==> src/rtl/mem_arb_pkg.sv <==
// Shared types and constants for the two-master memory arbiter.
package mem_arb_pkg;

  typedef enum logic {
    ARB_IDLE  = 1'b0,
    ARB_GRANT = 1'b1
  } arb_state_e;

  localparam logic M_CPU = 1'b0;
  localparam logic M_DMA = 1'b1;

  localparam int ADDR_W_DEF    = 8;
  localparam int DATA_W_DEF    = 8;
  localparam int MAX_BURST_DEF = 4;

  // Burst counter width; a single-access burst still needs one bit.
  function automatic int burst_cnt_width(input int max_burst);
    return (max_burst > 1) ? $clog2(max_burst) : 1;
  endfunction

endpackage

==> src/rtl/arb_pick.sv <==
// Combinational 2-way winner select. Ties go round-robin against i_last_owner,
// or always to the CPU when MEM_ARB_FIXED_PRIO_EN is defined.
module arb_pick
  import mem_arb_pkg::*;
(
  input  logic [1:0] i_req,
  input  logic       i_last_owner,
  output logic       o_valid,
  output logic       o_winner
);

`ifdef MEM_ARB_FIXED_PRIO_EN
  logic w_unused_last_owner;
  assign w_unused_last_owner = i_last_owner;
`endif

  // NOTE: every output of a combinational block gets a default first, so no path can infer a latch.
  always_comb begin
    o_valid  = |i_req;
    o_winner = M_CPU;
    case (i_req)
      2'b01:   o_winner = M_CPU;
      2'b10:   o_winner = M_DMA;
`ifdef MEM_ARB_FIXED_PRIO_EN
      2'b11:   o_winner = M_CPU;
`else
      2'b11:   o_winner = ~i_last_owner;
`endif
      default: o_winner = M_CPU;
    endcase
  end

endmodule

==> src/rtl/mem_arbiter.sv <==
// Two-master (CPU / DMA) arbiter for a single memory port with burst fairness and lock.
// Optional MEM_ARB_FIXED_PRIO_EN: CPU wins ties and is never forced off the bus.
module mem_arbiter
  import mem_arb_pkg::*;
#(
  parameter int ADDR_W    = ADDR_W_DEF,
  parameter int DATA_W    = DATA_W_DEF,
  parameter int MAX_BURST = MAX_BURST_DEF
) (
  input  logic              clk,
  input  logic              rst,
  input  logic              m0_req,
  input  logic              m0_we,
  input  logic              m0_lock,
  input  logic [ADDR_W-1:0] m0_addr,
  input  logic [DATA_W-1:0] m0_wdata,
  output logic              m0_gnt,
  output logic              m0_rvalid,
  input  logic              m1_req,
  input  logic              m1_we,
  input  logic              m1_lock,
  input  logic [ADDR_W-1:0] m1_addr,
  input  logic [DATA_W-1:0] m1_wdata,
  output logic              m1_gnt,
  output logic              m1_rvalid,
  output logic [DATA_W-1:0] rdata,
  input  logic [DATA_W-1:0] from_memory,
  output logic [ADDR_W-1:0] address,
  output logic [DATA_W-1:0] to_memory,
  output logic              write_en
);

  localparam int               CNT_W      = burst_cnt_width(MAX_BURST);
  localparam logic [CNT_W-1:0] BURST_LAST = CNT_W'(MAX_BURST - 1);

  arb_state_e        r_state;
  arb_state_e        w_state_nxt;
  logic              r_owner;
  logic              r_last_owner;
  logic [CNT_W-1:0]  r_burst_cnt;
  logic [DATA_W-1:0] r_rdata;
  logic [1:0]        r_rvalid;

  logic              w_pick_valid;
  logic              w_pick_winner;
  logic              w_own_req;
  logic              w_own_we;
  logic              w_own_lock;
  logic [ADDR_W-1:0] w_own_addr;
  logic [DATA_W-1:0] w_own_wdata;
  logic              w_other_req;
  logic              w_granted;
  logic              w_accept;
  logic              w_force_ok;
  logic              w_release;

  arb_pick u_pick (
    .i_req        ({m1_req, m0_req}),
    .i_last_owner (r_last_owner),
    .o_valid      (w_pick_valid),
    .o_winner     (w_pick_winner)
  );

  always_comb begin
    if (r_owner == M_DMA) begin
      w_own_req   = m1_req;
      w_own_we    = m1_we;
      w_own_lock  = m1_lock;
      w_own_addr  = m1_addr;
      w_own_wdata = m1_wdata;
      w_other_req = m0_req;
    end else begin
      w_own_req   = m0_req;
      w_own_we    = m0_we;
      w_own_lock  = m0_lock;
      w_own_addr  = m0_addr;
      w_own_wdata = m0_wdata;
      w_other_req = m1_req;
    end
  end

  assign w_granted = (r_state == ARB_GRANT);
  assign w_accept  = w_granted & w_own_req;

`ifdef MEM_ARB_FIXED_PRIO_EN
  assign w_force_ok = (r_owner == M_DMA);
`else
  assign w_force_ok = 1'b1;
`endif

  // Fairness release fires on the last allowed access, only if the other side waits.
  assign w_release = w_granted &
                     (~w_own_req |
                      (w_accept & (r_burst_cnt == BURST_LAST) & w_other_req &
                       ~w_own_lock & w_force_ok));

  // NOTE: clocked state uses non-blocking assignments so every register sees pre-edge values.
  always_ff @(posedge clk) begin
    if (rst) begin
      r_state <= ARB_IDLE;
    end else begin
      r_state <= w_state_nxt;
    end
  end

  always_comb begin
    w_state_nxt = r_state;
    case (r_state)
      ARB_IDLE:  if (w_pick_valid) w_state_nxt = ARB_GRANT;
      ARB_GRANT: if (w_release)    w_state_nxt = ARB_IDLE;
      default:                     w_state_nxt = ARB_IDLE;
    endcase
  end

  always_comb begin
    m0_gnt    = 1'b0;
    m1_gnt    = 1'b0;
    address   = '0;
    to_memory = '0;
    write_en  = 1'b0;
    if (w_granted) begin
      m0_gnt    = (r_owner == M_CPU);
      m1_gnt    = (r_owner == M_DMA);
      address   = w_own_addr;
      to_memory = w_own_wdata;
      write_en  = w_own_req & w_own_we;
    end
  end

  always_ff @(posedge clk) begin
    if (rst) begin
      r_owner      <= M_CPU;
      r_last_owner <= M_DMA;
      r_burst_cnt  <= '0;
      r_rdata      <= '0;
      r_rvalid     <= '0;
    end else begin
      r_rvalid <= '0;
      if ((r_state == ARB_IDLE) && w_pick_valid) begin
        r_owner     <= w_pick_winner;
        r_burst_cnt <= '0;
      end
      if (w_accept) begin
        if (r_burst_cnt != BURST_LAST) r_burst_cnt <= r_burst_cnt + CNT_W'(1);
        if (!w_own_we) begin
          r_rdata           <= from_memory;
          r_rvalid[r_owner] <= 1'b1;
        end
      end
      if (w_release) r_last_owner <= r_owner;
    end
  end

  assign rdata     = r_rdata;
  assign m0_rvalid = r_rvalid[M_CPU];
  assign m1_rvalid = r_rvalid[M_DMA];

endmodule

==> config.mk <==
export PLATFORM = sky130hd
export DESIGN_NAME = mem_arbiter
export DESIGN_NICKNAME = d
export VERILOG_FILES = /design/src/rtl/mem_arb_pkg.sv /design/src/rtl/arb_pick.sv /design/src/rtl/mem_arbiter.sv
export SDC_FILE = /design/constraint.sdc
export NUM_CORES = 1
export LEC_CHECK = 0
export CORE_ASPECT_RATIO = 0.9
export CORE_MARGIN = 2
export CORE_UTILIZATION = 34
export DETAILED_ROUTE_END_ITERATION = 7
export PLACE_DENSITY = 0.77
export SLEW_MARGIN = 20
export SYNTH_ARGS = -nofsm -noshare
export SYNTH_HDL_FRONTEND = slang
export SYNTH_HIERARCHICAL = 1
export SYNTH_SLANG_ARGS = --single-unit
==> constraint.sdc <==
create_clock -name clk -period 2.2 [get_ports clk]
set_clock_uncertainty 0.2 [all_clocks]
set_input_delay 0.22 -clock clk [delete_from_list [all_inputs] [get_ports clk]]
set_output_delay 0.22 -clock clk [all_outputs]
set_load 0.02 [all_outputs]
==> run metrics <==
routed wire length 3308 um; Worst Tran Pin Value 0.6023 ns; Clock Sinks 15; P_sw 0.2235 mW; RSZ-0062 raised after global routing no; worst hold start rdata[4]; Sum Neg Setup Slack 0 ns; routed length on met3 123 um; wire length per cell 14.26 um; Crit Path Max Fanout 11; dpl hpwl 2681 um; initial antenna violation count 0; vias in the first global route 1112; relative slew slack 59.72%; Mean Syn Cell Area 9.157 um2; CTS Buf Count 3; CTS tree done; number of diodes 0; Crit path arrival time 1.68 ns; row count 18; core area 2815 um2; kind of critical path register to output pin; critical path required time 1.78 ns; DIE WIDTH 62.15 um; DR top layer met4; final hold vios 0; filler cell count 238; utilization after layout 68.40%; Synth async-reset ratio 0%; Skew-Pair Late Insertion Delay 0.29 ns; iteration-0 DRC count of the detailed router 17; setup violators final 0; Sequential Power Share 38.6%; Syn Nets 162; sequential-to-total area share from yosys stat 29.02%; DRC Markers 0; combinational power share 40.3%; status completed; wire length on met1 1445 um; flop and latch count out of synthesis 15; Cell Int Power 0.5360 mW; Post-synth top flop dfxtp_1; Synth Area in Compound Gates 7.376%; VDD IR max 0.2704 mV; Area growth syn-to-layout 86.09%; cts hold-fix bufs 0; Post-DRT Antenna Nets 0; Reg2Reg Launch Point r_owner; Sw Ratio 29.43%; Synth area leaders dfxtp_1, mux2i_1, nand2b_1, nor2b_1, buf_6; maximum clock path buffer count 2; Final period util 95.65%; largest net degree at the start of global routing 24; input/output buffers 76; number of synthesized flops with an enable pin 0; power share of the clock group 21.1%; share of post-route cells with drive strength above 1 7.813%; full die area 3501 um2; main combinational cell family by area after synthesis simple AND/OR/NAND/NOR gates; Synth Instances 113; Starting Density 36.76%; GRT Util Overall 18.92%; Max Cap Viol 0; FMAX 475.2 MHz; DRT Pass-1 Iters 4; via-per-instance ratio 4.711; via count 1093; mux cell area share after synthesis 25.15%; Yosys top cell area share 29.02%; met2 WL 1697 um; pwr dens 394.4 nW/um2; minimum clock period 2.104 ns; adder-cell share of the synthesized area 1.209%; routability cong. 0.7543; Critical Path Start r_owner; clk slew on worst S/H paths 0.09 ns; CP endpoint kind output pin; I/O Pins 77; Startpoint Class register; first-pass GRT wire length 5340 um; Nets 242; Netlist Area Pre-Place 1035 um2; distinct cell type count after synthesis 28; Die Span Y 56.34 um; Overflow after GRT 0; HP Class register to register; clock tree root driver cell clkbuf_4; LEAKAGE 0.8730 nW; Post-Synth Simple-Gate Area 32.65%; Synth Area in XOR/XNOR 0%; leading area contributor after synthesis dfxtp_1; H-tree levels 1; max-slew violation count 0; YS warnings 6
-- synthesized netlist by cell type (2+ instances only) --
cell type	number
mux2i_1	26
a21oi_1	2
and2_1	2
and3b_1	2
nand3b_1	3
buf_2	2
nand2b_1	19
nand3_1	2
buf_6	2
dfxtp_1	15
clkbuf_1	4
nor2b_1	17
o211ai_1	2
-- registers in the layout (all words and copies together), names as in the netlist --
| register | flops |
|---|---|
| r_state | 1 |
| rdata | 8 |
| r_burst_cnt | 2 |
| r_rvalid | 2 |
| r_last_owner | 1 |
| r_owner | 1 |
-- cell usage in the layout (no fill, tap or decap), types with 2 or more instances in the layout --
cell type	Yosys	layout
clkdlybuf4s50_1	0	64
mux2i_1	26	26
nand2b_1	19	19
nor2b_1	17	17
dfxtp_1	15	14
dlymetal6s2s_1	0	12
buf_4	0	5
nand3b_1	3	3
clkbuf_4	0	3
nand3_1	2	2
and2_1	2	2
o211ai_1	2	2
a21oi_1	2	2
and3b_1	2	2
-- area by class of cell --
class / count / area (um2) / area share (%)
clock buffers: 3 / 22.52 / 1.170
repair buffers: 83 / 859.6 / 44.64
clock inverters: 1 / 5.005 / 0.2599
multi-input cells: 90 / 686.9 / 35.67
well taps: 40 / 50.05 / 2.599
flip-flops and latches: 15 / 301.5 / 15.66
-- repair_timing --
item	CTS	global route
buffers inserted	0	0
endpoints found under the setup margin	0	15
resized for setup	0	14
-- metrics by stage --
stage / area, um2 / setup WS (ns) / total power [mW] / cells / hold slack [ns]
finish: 1926 / 0.09570 / 0.7595 / 232 / 0.2850
detailed placement: 1863 / 0.1355 / 0.6095 / 228 / 0.2698
CTS: 1891 / 0.009392 / 0.7691 / 232 / 0.2868
global route: 1926 / 0.007051 / 0.8090 / 232 / 0.3032
floorplan: 1035 / 0.6750 / 0.4386 / 113 / 0.1747
global placement: 1863 / 0.1810 / 0.6026 / 228 / 0.2600
-- logic make-up (layout without fill, tap and decap cells) --
| logic type | Yosys count | in the layout |
|---|---|---|
| and+or+nand+nor | 52 | 52 |
| DFF | 15 | 15 |
| AOI/OAI and AO/OA | 11 | 11 |
| buffers and inverters | 8 | 87 |
| adders and majority gates | 1 | 1 |
| muxes | 26 | 26 |
-- power by group through the flow --
stage / logic [mW] / clock network (mW) / registers, mW
2_1_floorplan: 0.137 / 0 / 0.302
6_report: 0.306 / 0.160 / 0.293
5_1_grt: 0.329 / 0.185 / 0.295
4_1_cts: 0.312 / 0.165 / 0.293
3_5_place_dp: 0.311 / 0 / 0.299
3_3_place_gp: 0.304 / 0 / 0.298
-- worst max-delay path, cell delays in order (launching register included) --
cell,delay [ns]
dfxtp_1,0.38
buf_6,0.20
mux2i_1,0.09
nor2b_1,0.10
clkdlybuf4s50_1,0.62
-- routing by layer --
metal | global-route usage, % | up-vias
li1 | - | 545
met1 | 23.83 | 509
met2 | 33.07 | 35
met3 | 3.808 | 4
met4 | 5.079 | 0
met5 | 0 | -
-- worst paths after layout --
check,end,slack (ns),cells after the start
setup / recovery,to_memory[7],0.1,4
hold reg to reg,rdata[4],0.29,2
setup reg to reg,rdata[6],0.45,5
hold / removal,rdata[4],0.29,2
Note: power is estimated with default switching activity, not from simulation.
